==> config.mk <==
export PLATFORM = sky130hd
export DESIGN_NAME = frame_plotter
export DESIGN_NICKNAME = d
export VERILOG_FILES = /design/src/rtl/frame_plotter_pkg.sv /design/src/rtl/frame_plotter_rect_scanner.sv /design/src/rtl/frame_plotter.sv
export SDC_FILE = /design/constraint.sdc
export NUM_CORES = 1
export LEC_CHECK = 0
export ABC_CLOCK_PERIOD_IN_PS = 6950
export BUFFER_PORTS_ARGS = -buffer_cell sky130_fd_sc_hd__buf_2
export CAP_MARGIN = 15
export CORE_MARGIN = 2
export CORE_UTILIZATION = 36
export CTS_CLUSTER_DIAMETER = 50
export DETAILED_ROUTE_END_ITERATION = 7
export PLACE_DENSITY_LB_ADDON = 0.3
export SETUP_SLACK_MARGIN = 0.3
export SLEW_MARGIN = 20
export SYNTH_ARGS = -nofsm -noshare
export SYNTH_HDL_FRONTEND = slang
export SYNTH_SLANG_ARGS = --single-unit
==> constraint.sdc <==
create_clock -name clk -period 6.95 [get_ports clk]
set_clock_uncertainty 0.2 [all_clocks]
set_input_delay 1.0425 -clock clk [delete_from_list [all_inputs] [get_ports clk]]
set_output_delay 1.0425 -clock clk [all_outputs]
set_load 0.02 [all_outputs]
==> src/rtl/frame_plotter_pkg.sv <==
// Shared constants and encodings for the frame plotter and its rectangle scanner.
package frame_plotter_pkg;

    localparam int SCREEN_W = 160;
    localparam int SCREEN_H = 120;
    localparam int COLOUR_W = 3;

    // Game state codes carried on the shared state bus
    localparam logic [2:0] CLEAR_STATE = 3'd0;
    localparam logic [2:0] PLAY_STATE  = 3'd1;
    localparam logic [2:0] OVER_STATE  = 3'd2;

    localparam logic [COLOUR_W-1:0] CLEAR_COLOUR = 3'b000;

    typedef enum logic [1:0] {
        IDLE = 2'd0,
        FILL = 2'd1,
        DONE = 2'd2
    } fill_state_t;

endpackage

==> src/rtl/frame_plotter_rect_scanner.sv <==
// Row-major walk over a latched rectangle; reports on-screen pixels and the final pixel.
module rect_scanner
    import frame_plotter_pkg::*;
(
    input  logic       clk,
    input  logic       resetn,
    input  logic       start,
    input  logic       advance,
    input  logic [7:0] req_x,
    input  logic [6:0] req_y,
    input  logic [7:0] req_w,
    input  logic [6:0] req_h,
    output logic [7:0] pix_x,
    output logic [6:0] pix_y,
    output logic       pix_valid,
    output logic       last
);

    // One extra bit on both axes so right/bottom edges past the screen never wrap
    logic [8:0] x0;
    logic [8:0] x_end;
    logic [7:0] y_end;
    logic [8:0] cx;
    logic [7:0] cy;

    always_ff @(posedge clk) begin
        if (!resetn) begin
            x0    <= '0;
            x_end <= '0;
            y_end <= '0;
            cx    <= '0;
            cy    <= '0;
        end else if (start) begin
            x0    <= {1'b0, req_x};
            x_end <= {1'b0, req_x} + {1'b0, req_w} - 9'd1;
            y_end <= {1'b0, req_y} + {1'b0, req_h} - 8'd1;
            cx    <= {1'b0, req_x};
            cy    <= {1'b0, req_y};
        end else if (advance && !last) begin
            if (cx == x_end) begin
                cx <= x0;
                cy <= cy + 8'd1;
            end else begin
                cx <= cx + 9'd1;
            end
        end
    end

    assign last      = (cx == x_end) && (cy == y_end);
    assign pix_valid = (cx < 9'(SCREEN_W)) && (cy < 8'(SCREEN_H));
    assign pix_x     = cx[7:0];
    assign pix_y     = cy[6:0];

endmodule

==> src/rtl/frame_plotter.sv <==
// Single owner of the VGA adapter pixel port: forwards clear-scan plots or fills
// requested rectangles one pixel per clock.
//
// state | meaning
// IDLE  | waiting for a request (ready only outside the clear state)
// FILL  | walking the latched rectangle, one pixel per cycle
// DONE  | pulse rect_done on the next cycle, then back to IDLE
module frame_plotter
    import frame_plotter_pkg::*;
(
    input  logic                clk,
    input  logic                resetn,
    input  logic [2:0]          state,
    input  logic [7:0]          scan_x,
    input  logic [6:0]          scan_y,
    input  logic                req_valid,
    output logic                req_ready,
    input  logic [7:0]          req_x,
    input  logic [6:0]          req_y,
    input  logic [7:0]          req_w,
    input  logic [6:0]          req_h,
    input  logic [COLOUR_W-1:0] req_colour,
    output logic                rect_done,
    output logic                clear_done,
    output logic [7:0]          x,
    output logic [6:0]          y,
    output logic [COLOUR_W-1:0] colour,
    output logic                plot
);

    fill_state_t         fsm;
    fill_state_t         fsm_nxt;
    logic [COLOUR_W-1:0] col_r;
    logic                clear_seen;
    logic                clearing;
    logic                accept;
    logic                zero_size;
    logic                advance;
    logic                last_hit;
    logic                clear_hit;
    logic                pix_valid;
    logic                last;
    logic [7:0]          pix_x;
    logic [6:0]          pix_y;

    assign clearing  = (state == CLEAR_STATE);
    assign req_ready = resetn && (fsm == IDLE) && !clearing;
    assign accept    = req_valid && req_ready;
    assign zero_size = (req_w == 8'd0) || (req_h == 7'd0);
    assign clear_hit = clearing && (scan_y == 7'(SCREEN_H - 1)) && !clear_seen;

    rect_scanner u_scan (
        .clk       (clk),
        .resetn    (resetn),
        .start     (accept),
        .advance   (advance),
        .req_x     (req_x),
        .req_y     (req_y),
        .req_w     (req_w),
        .req_h     (req_h),
        .pix_x     (pix_x),
        .pix_y     (pix_y),
        .pix_valid (pix_valid),
        .last      (last)
    );

    always_ff @(posedge clk) begin
        if (!resetn) fsm <= IDLE;
        else         fsm <= fsm_nxt;
    end

    always_comb begin
        fsm_nxt  = fsm;
        advance  = 1'b0;
        last_hit = 1'b0;
        case (fsm)
            IDLE: if (accept) fsm_nxt = zero_size ? DONE : FILL;
            FILL: begin
                advance  = 1'b1;
                last_hit = last;
                if (last) fsm_nxt = DONE;
            end
            DONE:    fsm_nxt = IDLE;
            default: fsm_nxt = IDLE;
        endcase
        // Entering the clear state abandons any rectangle in flight
        if (clearing) fsm_nxt = IDLE;
    end

    always_ff @(posedge clk) begin
        if (!resetn) begin
            x          <= '0;
            y          <= '0;
            colour     <= '0;
            plot       <= 1'b0;
            rect_done  <= 1'b0;
            clear_done <= 1'b0;
            clear_seen <= 1'b0;
            col_r      <= '0;
        end else begin
            if (accept) col_r <= req_colour;

            if (clearing) begin
                x      <= scan_x;
                y      <= scan_y;
                colour <= CLEAR_COLOUR;
                plot   <= 1'b1;
            end else if (fsm == FILL) begin
                x      <= pix_x;
                y      <= pix_y;
                colour <= col_r;
                plot   <= pix_valid;
            end else begin
                plot   <= 1'b0;
            end

            rect_done  <= (fsm == DONE) && !clearing;
            clear_done <= clear_hit;

            if (!clearing)     clear_seen <= 1'b0;
            else if (clear_hit) clear_seen <= 1'b1;
        end
    end

    // last_hit is only meaningful inside FILL; kept for readability of the walk
    logic unused_last;
    assign unused_last = last_hit;

endmodule

==> run_results.csv <==
group,metric,value,unit
outcome,status,"complete, no violations",
logic_synthesis,ys_ff_latch,69,
timing,fmax,0.280,GHz
critical_path,worst_path_max_delay_cell,"or3_1",
worst_hold_path,hold_path_depth,2,
drt,postRouteAntennaNets,0,
timing,tightest_slew,0.989,ns
logic_synthesis,synth_flop_cell,"dfxtp_1",
critical_path,worstReg2RegEnd,"u_scan.cx[8]",
power_and_ir_drop,pwr-share-seq,44.8,%
drt,wl,10200,um
logic_synthesis,postSynthCellCount,517,
critical_path,critPathTopFamily,"simple AND/OR/NAND/NOR gates",
placed_design,port-buffer-count,75,
floorplan,io_pins,76,
timing,finalCriticalPeriod,3.58,ns
drt,vias,3711,
grt,groute.usage.overall,17.6,%
power_and_ir_drop,switching_power,0.335,mW
timing,drv_slew,0,
logic_synthesis,synth_nets,603,
power_and_ir_drop,p_int,0.693,mW
grt,antenna_found_initial,0,
drt,drt_pass1_iterations,4,
clock_network,clockBufferDepth,2,
final_layout,diodes,0,
critical_path,start_kind,"primary input",
drt,wl_per_cell,14.2,um
grt,grt_max_degree,53,
clock_network,cts_buffers,9,
critical_path,endpoint_kind,"output port",
logic_synthesis,yosys.cell_types.count,54,
worst_hold_path,hold_path_end,"u_scan.x0[0]",
floorplan,die_w,110,um
timing,relSlewSlack,33.7,%
logic_synthesis,synth_area_leaders,"dfxtp_1 (34%), ha_1 (9.3%), nand2_1 (6.5%)",
final_layout,layout-drive-gt1-share,17.6,%
timing,rsz0062_at_grt,"no",
drt,drcViolationCount,0,
logic_synthesis,netlist_top_cells_count,"nand2_1 (70), dfxtp_1 (69), inv_1 (66)",
power_and_ir_drop,p_leak,2.18,nW
critical_path,cpMostUsedCell,"buf_2",
power_and_ir_drop,pwr-share-clk,31.3,%
final_layout,final_cell_area,0.00469,sq mm
power_and_ir_drop,vdd_drop_max,0.0000853,V
placed_design,placed_area,0.00450,sq mm
floorplan,initial_utilization,37.2,%
floorplan,dieArea,0.0121,sq mm
critical_path,cp_max_fo,36,
critical_path,crit_chain,"buf_2, or3_1, buf_4, nand2_1, nor3_1, buf_2",
logic_synthesis,synth_top_area_share,34.1,%
critical_path,critical_path_arrival,2.34,ns
clock_network,root_buffer,"clkbuf_8",
grt,grt_pass1_wl,16600,um
logic_synthesis,seq_area_frac_synth,34.1,%
drt,drt_iter0_drc,275,
critical_path,reg2reg_depth,6,
critical_path,crit_buf_inv,3,
power_and_ir_drop,p_per_area,219,mW/mm^2
timing,fin_crit_sh,51.5,%
placed_design,post-dp-hpwl,7600,um
critical_path,rrSetupSlack,3.74,ns
grt,grt_remaining_overflow,0,
final_layout,area_delta_synth_final,15.8,%
critical_path,path_class,"in -> out",
worst_hold_path,hold_class,"reg -> reg",
clock_network,cts.sinks,69,
logic_synthesis,syn_area_per_cell,7.83,sq um
floorplan,die_h,110,um
floorplan,core,0.0109,sq mm
critical_path,timing.rr.start,"u_scan.cx[6]",
logic_synthesis,synth_edf_count,0,
logic_synthesis,syn_area,0.00405,sq mm
logic_synthesis,yosysTopAreaCell,"dfxtp_1",
floorplan,rows,38,
clock_network,htree_levels,3,
timing,final.setup.tns,0,ns
clock_network,clkTransAtPathRegs,0.07,ns
clock_network,cts_tree,"yes",
placed_design,routabilityCongestion,0.865,
logic_synthesis,yosys_warnings,0,
critical_path,required,5.71,ns
clock_network,cts_hold_buf,0,
clock_network,cts_setup_buffers,0,
timing,final_hold_viol_count,0,
worst_hold_path,min_from,"u_scan.x0[0]",
flow_run,cap_violations,0,
critical_path,crit_start,"state[1]",
drt,via_per_inst,5.16,
clock_network,worstSkewPairLatency,0.34,ns
critical_path,critPathMaxStageDelay,0.35,ns
final_layout,nets,660,
power_and_ir_drop,swShare,32.6,%
timing,finalSetupViolCount,0,
clock_network,cts_resized,0,
logic_synthesis,ys_async_sr_fraction,0,%
grt,grt_pass1_vias,3337,
logic_synthesis,synth.most_common_cell,"nand2_1",
power_and_ir_drop,p_comb_share,23.8,%
==> layer usage <==
| layer | vias to the layer above | track usage [%] | routed length, um |
|---|---|---|---|
| met4 | 0 | 5.15 | 111 |
| met1 | 1700 | 26.3 | 5060 |
| li1 | 1894 | - | - |
| met2 | 109 | 26.1 | 4410 |
| met3 | 8 | 2.47 | 651 |
| met5 | - | 0 | 0 |
==> cell families after synthesis <==
kind of cell	synth area share [%]
muxes	0.742
AOI/OAI and AO/OA	17.1
DFF	34.1
adders and majority gates	10.3
xor gates and xnor gates	6.27
and+or+nand+nor	22.1
buffers and inverters	9.43
==> layout by cell type (no fill, tap or decap), types with 2 or more instances in the layout <==
| cell | count |
|---|---|
| a2111oi_0 | 3 |
| a211oi_1 | 3 |
| a21o_1 | 4 |
| a21oi_1 | 27 |
| a221oi_1 | 3 |
| a222oi_1 | 2 |
| a311oi_1 | 15 |
| a31oi_1 | 6 |
| and3_1 | 5 |
| buf_2 | 75 |
| buf_4 | 4 |
| clkbuf_8 | 9 |
| clkinv_2 | 2 |
| clkinvlp_4 | 2 |
| dfxtp_1 | 69 |
| fa_1 | 2 |
| ha_1 | 30 |
| inv_1 | 65 |
| mux2i_1 | 3 |
| nand2_1 | 70 |
| nand3_1 | 30 |
| nand4_1 | 6 |
| nand4b_1 | 3 |
| nor2_1 | 27 |
| nor2b_1 | 3 |
| nor3_1 | 11 |
| nor3b_1 | 5 |
| nor4_1 | 7 |
| o21ai_0 | 24 |
| o21bai_1 | 2 |
| o31ai_1 | 2 |
| or3_1 | 5 |
| xnor2_1 | 7 |
| xor2_1 | 22 |
==> worst register-to-register path: cells and delay by family, from the launching register on <==
family	cells	cell delay [ns]
and+or+nand+nor	2	0.98
AOI/OAI and AO/OA	3	1.35
xor gates and xnor gates	1	0.12
DFF	1	0.48
==> registers in the layout, summed over array words and instances, names as in the netlist <==
signal	count
colour	3
rect_done	1
u_scan.cy	8
clear_done	1
u_scan.x0	8
y	7
u_scan.cx	9
u_scan.x_end	9
plot	1
col_r	3
clear_seen	1
u_scan.y_end	8
x	8
fsm	2
==> per-stage QoR <==
stage	setup WS [ns]	instances	power (mW)	utilization [%]	hold WS (ns)
floorplan	3.78	517	0.645	-	0.232
global placement	3.44	703	0.708	41.3	0.239
detailed placement	3.40	703	0.713	41.3	0.250
CTS	3.40	719	1.03	43.0	0.260
global route	3.25	719	1.09	43.1	0.279
finish	3.37	719	1.03	43.1	0.260
==> worst max path at each step <==
stage	endpoint	slack [ns]	cells past startpoint
6_report	req_ready	3.37	6
5_1_grt	req_ready	3.25	4
4_1_cts	req_ready	3.40	4
3_5_place_dp	req_ready	3.40	6
3_3_place_gp	req_ready	3.44	6
2_1_floorplan	req_ready	3.78	4
==> power by group through the flow <==
stage | Combinational, mW | Clock, mW | Sequential, mW
6_report | 0.245 | 0.322 | 0.461
5_1_grt | 0.281 | 0.347 | 0.464
4_1_cts | 0.245 | 0.327 | 0.460
3_5_place_dp | 0.244 | 0 | 0.469
3_3_place_gp | 0.240 | 0 | 0.468
2_1_floorplan | 0.181 | 0 | 0.464
==> area by class of cell <==
cell class / count / area, sq um
inverter: 66 / 248
tap: 140 / 175
timing repair buffer: 79 / 405
clock inverter: 6 / 63.8
multi-input combinational: 349 / 2290
sequential: 69 / 1380
clock buffer: 10 / 128
fill: 1131 / 6200
(Power assumes the default switching activity.)
